### src/rtl/fetch_ctrl.sv
// Instruction fetch controller: issues one imem read at a time, forwards the returned
// word into the instruction queue, and handles redirects from the flush controller.
module fetch_ctrl #(
  parameter logic [31:0] RESET_PC = 32'h1eceb000
) (
  input  logic        clk,
  input  logic        rst,
  input  logic        move_flush,
  input  logic [31:0] flush_pc,
  output logic [31:0] imem_addr,
  output logic [3:0]  imem_rmask,
  output logic        imem_rqst,
  input  logic [31:0] imem_rdata,
  input  logic        imem_resp,
  input  logic        iq_full,
  input  logic        iq_almost_full,
  output logic        iq_push,
  output logic [31:0] iq_inst,
  output logic [31:0] iq_pc
);

  typedef enum logic [1:0] {
    StIdle = 2'd0,
    StWait = 2'd1,
    StDrop = 2'd2
  } state_e;

  state_e      state;
  logic [31:0] fetch_pc;
  logic [31:0] req_pc;
  logic [31:0] flush_tgt;
  logic        issue;

  assign flush_tgt = flush_pc & 32'hffff_fffc;

  // Back-to-back issue from WAIT needs room for both the word pushed now and the new one.
  always_comb begin
    issue = 1'b0;
    if (rst && !move_flush && !iq_full) begin
      unique case (state)
        StIdle:  issue = 1'b1;
        StWait:  issue = imem_resp && !iq_almost_full;
        default: issue = 1'b0;
      endcase
    end
  end

  always_comb begin
    iq_push = rst && (state == StWait) && imem_resp && !move_flush && !iq_full;
    iq_inst = iq_push ? imem_rdata : 32'h0;
    iq_pc   = iq_push ? req_pc : 32'h0;
  end

  assign imem_rmask = issue ? 4'hf : 4'h0;
  assign imem_addr  = issue ? fetch_pc : 32'h0;
  assign imem_rqst  = issue;

  always_ff @(posedge clk) begin
    if (!rst) begin
      state    <= StIdle;
      fetch_pc <= RESET_PC;
      req_pc   <= 32'h0;
    end else begin
      if (issue) begin
        req_pc   <= fetch_pc;
        fetch_pc <= fetch_pc + 32'd4;
      end else if (move_flush) begin
        fetch_pc <= flush_tgt;
      end
      unique case (state)
        StIdle: begin
          if (issue) state <= StWait;
        end
        StWait: begin
          if (imem_resp) state <= issue ? StWait : StIdle;
          else if (move_flush) state <= StDrop;
        end
        StDrop: begin
          if (imem_resp) state <= StIdle;
        end
        default: state <= StIdle;
      endcase
    end
  end

endmodule

### config.mk
export PLATFORM = sky130hd
export DESIGN_NAME = fetch_ctrl
export DESIGN_NICKNAME = d
export VERILOG_FILES = /design/src/rtl/fetch_ctrl.sv
export SDC_FILE = /design/constraint.sdc
export NUM_CORES = 1
export LEC_CHECK = 0
export CELL_PAD_IN_SITES_DETAIL_PLACEMENT = 1
export CELL_PAD_IN_SITES_GLOBAL_PLACEMENT = 1
export CORE_MARGIN = 5
export CORE_UTILIZATION = 30
export CTS_CLUSTER_DIAMETER = 80
export CTS_CLUSTER_SIZE = 10
export DETAILED_ROUTE_END_ITERATION = 12
export GPL_TIMING_DRIVEN = 0
export HOLD_SLACK_MARGIN = 0.15
export PLACE_DENSITY_LB_ADDON = 0.2
export SLEW_MARGIN = 20
export SYNTH_ARGS = -nofsm -noshare
export SYNTH_HDL_FRONTEND = slang
export SYNTH_SLANG_ARGS = --single-unit
### constraint.sdc
create_clock -name clk -period 7.6 [get_ports clk]
set_input_delay 2.28 -clock clk [delete_from_list [all_inputs] [get_ports clk]]
set_output_delay 2.28 -clock clk [all_outputs]
set_load 0.01 [all_outputs]
==> summary.txt <==
Clocking
  • PostCTS Resize Cnt: 0
  • CTS tree: built
  • Clk sinks: 62
  • Clk Latency, worst-skew pair: 0.33 ns
  • # hold bufs at CTS: 0
  • Clock-pin transition on the worst setup and hold timing paths: 0.05 ns
  • CTS buffer count: 9
  • Clk buf depth: 2
  • H-tree Lvls: 3
  • Setup Buffers After CTS: 0
  • Clock root buffer: clkbuf_16

Finish
  • P&R area growth vs syn: 61.44%
  • Multi-input logic area: 1959 um2
  • Post-route cell area: 5684 um2
  • Final nets: between 700 and 800
  • ANT cells: 0
  • Register area: 1241 um2
  • Layout filler cell count: 1420
  • Fraction of layout cells with a size suffix above 1: 0.06849

Timing
  • Final worst path period need: 7.314 ns
  • Fmax: 136.7 MHz
  • Final setup vio count: 0
  • Slew margin rel.: 0.5097
  • Setup TNS: 0 ns
  • Period utilization: 0.9624
  • Worst clock skew: 0.005416 ns
  • Unrepaired setup endpoints after global routing: no
  • Hold Violations, Final: 0
  • Hold WS: approximately 0.45 ns
  • Worst-margin pin slew: around 0.73 ns
  • Final Slew Violations: 0

Route
  • DRC viols: 0
  • Met1 Wirelength: 5.957 mm
  • Top Metal Used: met4
  • WL per Instance: ~18 um
  • Final wirelength: 14.42 mm
  • Met3 WL: 1.230 mm
  • Avg Vias per Cell: 5.074
  • Antenna Violating Nets Remaining: 0
  • DR vias: 4059
  • Met2 WL: 6.897 mm
  • 1st-iter DRT viols: 149
  • DR pass1 iterations: 4

Hold path
  • Hold Path Depth: 2
  • Hold EP: req_pc[20]
  • HP Start: req_pc[20]
  • Worst min path class: reg -> reg

Pwr
  • Clock power share: 0.484
  • Comb power frac: 0.131
  • Leakage: 2.377 nW
  • Int Pwr: 0.0007060 W
  • Sw Share: 0.2354
  • Switching Power: approximately 0.00022 W
  • Sequential power share: 0.386
  • PD cells: roughly 160 nW/um2
  • Max IR drop VDD: 87.12 uV

Setup path
  • CP max stage delay: approximately 0.54 ns
  • Type of origin of the critical path: primary input
  • Worst Setup End Kind: output port
  • CP required: 5.32 ns
  • Worst reg2reg endpoint: fetch_pc[28]
  • Slowest stage cell, crit path: clkdlybuf4s50_1
  • Worst setup startpoint: move_flush
  • Kind of critical path: in -> out
  • R2R depth: 6
  • Most frequent CP cell: clkdlybuf4s50_1
  • Reg2reg start: fetch_pc[2]
  • WP data arrival: just over 5 ns
  • Reg2Reg Setup Slack: 5.32 ns
  • Crit-path cells: clkdlybuf4s50_1 > inv_1 > nand2_1 > nor4_4 > clkbuf_1 > and2_1 > clkdlybuf4s50_1
  • CP max FO: 10

Logic synthesis
  • Syn_area_per_cell: 7.412 um2
  • Top FF cell, synth: dfxtp_1
  • Asr flop ratio synth: 0
  • Mapped Cells: 475
  • Biggest area consumer among synthesized cells: dfxtp_1
  • Top cell type's share of synthesized area: 0.3525
  • EDFF count, synth: 0
  • Netlist cell types: 64
  • Post-Syn Area: about 3500 um2
  • Ys Warns: 0
  • Sequential share of the synthesized area: 0.3525
  • FF+latch count, synth: 62
  • Synth top area cells: dfxtp_1 35%, and2_1 12%, nand2_1 8.7%, a21oi_1 6.3%, inv_1 3.8%

Global route
  • Vias in the first global route: 4315
  • Initial antenna violation count: 0
  • Gr ovfl total: 0
  • Global-route wire length before repair: 22.84 mm
  • Total track usage: 0.2010
  • Largest net degree at the start of global routing: 15

Die
  • Die X: 118.3 um
  • Core area: about 11000 um2
  • Overall die area: ~14000 um2
  • Initial Util: 0.3070
  • Die Y: about 120 um
  • Rows: 39
  • Ports: 172

Run
  • Max-cap check violation count: 0

Placed design
  • Final GP Congestion: 0.8579
  • Port bufs: 164
  • DP HPWL: 11.12 mm
  • Placed cell areas: 5353 um2

Run status
  • Run status: completed
## worst max-delay path, delay by kind of cell
kind	cells	cell delay [ns]
buf+inv	4	1.81
simple gates	3	0.94
## final cells by class
| type | instances | area share |
|---|---|---|
| Timing Repair Buffer | 164 | 0.2888 |
| Multi-Input combinational cell | 339 | 0.3447 |
| Clock buffer | 11 | 0.04446 |
| Inverter | 39 | 0.02597 |
| Clock inverter | 4 | 0.01233 |
| Buffer | 38 | 0.03390 |
| Sequential cell | 62 | 0.2184 |
| Tap cell | 143 | 0.03148 |
## cells in the mapped netlist (3+ instances only)
library cell and count:
a211oi_1 4, dfxtp_1 62, and2_1 65, nand2b_1 3, nor2_1 16, xor2_1 4, or3_1 3, buf_4 11
o21a_1 3, nand3_1 15, a21oi_1 44, buf_2 7, nand2_1 82, and3_1 11, a311oi_1 6, o21ai_0 10
inv_1 36, clkbuf_1 17, nand4_1 6, a22oi_1 3, nor3_1 6, o22ai_1 5, o21ai_1 7, o211ai_1 3
buf_1 3
## worst max path at each step
stage	end	slack (ns)
2_1_floorplan	imem_addr[21]	1.77
5_1_grt	iq_pc[16]	0.10
4_1_cts	iq_pc[16]	0.01
3_5_place_dp	iq_pc[17]	0.04
6_report	iq_pc[16]	0.29
3_3_place_gp	iq_pc[15]	0.05
## registers in the layout, indices dropped and copies added, names as in the netlist
name	count
state	2
req_pc	30
fetch_pc	30
## power groups by stage
stage / registers [W] / logic [W] / clock network, W
final: 0.000356 / 0.000121 / 0.000446
after global routing: 0.000358 / 0.000132 / 0.000470
after CTS: 0.000355 / 0.000122 / 0.000455
after detailed placement: 0.000362 / 0.000121 / 0
after global placement: 0.000361 / 0.000117 / 0
after floorplan: 0.000358 / 0.0000548 / 0
## logic make-up (layout without fill, tap and decap cells)
logic type / after synthesis / after routing / synth area share
and+or+nand+nor: 224 / 224 / 0.3433
AOI/OAI and AO/OA: 104 / 104 / 0.1855
buffers and inverters: 77 / 256 / 0.09665
DFF: 62 / 62 / 0.3525
xor gates and xnor gates: 4 / 4 / 0.009949
muxes: 2 / 2 / 0.007461
adders and majority gates: 1 / 1 / 0.003553
other: 1 / 4 / 0.001065
## metal layers
layer,global-route usage,vias to the layer above
li1,-,1954
met1,0.2272,1900
met2,0.3558,179
met3,0.06256,26
met4,0.07097,0
met5,0,-
## stage by stage
stage | setup WS [ns] | utilization | power [W] | std cells
final | 0.2859 | 0.4957 | 0.0009233 | 800
after global routing | 0.1042 | 0.4957 | 0.0009597 | 800
after CTS | 0.01011 | 0.4949 | 0.0009323 | 800
after detailed placement | 0.04084 | 0.4668 | 0.0004829 | 785
after global placement | 0.05309 | 0.4668 | 0.0004782 | 785
after floorplan | 1.768 | - | 0.0004126 | 478
## placed cells by master (no fill, tap or decap), types with 3 or more instances in the layout
| master | count |
|---|---|
| clkdlybuf4s50_1 | 164 |
| nand2_1 | 82 |
| and2_1 | 65 |
| dfxtp_1 | 62 |
| a21oi_1 | 44 |
| inv_1 | 36 |
| clkbuf_1 | 17 |
| nor2_1 | 16 |
| nand3_1 | 15 |
| buf_4 | 11 |
| and3_1 | 11 |
| o21ai_0 | 10 |
| clkbuf_16 | 9 |
| buf_2 | 7 |
| o21ai_1 | 7 |
| nand4_1 | 6 |
| a311oi_1 | 6 |
| nor3_1 | 6 |
| o22ai_1 | 5 |
| a211oi_1 | 4 |
| xor2_1 | 4 |
| conb_1 | 4 |
| nand2b_1 | 3 |
| clkinv_2 | 3 |
| buf_1 | 3 |
| or3_1 | 3 |
| o211ai_1 | 3 |
| a22oi_1 | 3 |
| o21a_1 | 3 |
(Power assumes the default switching activity.)
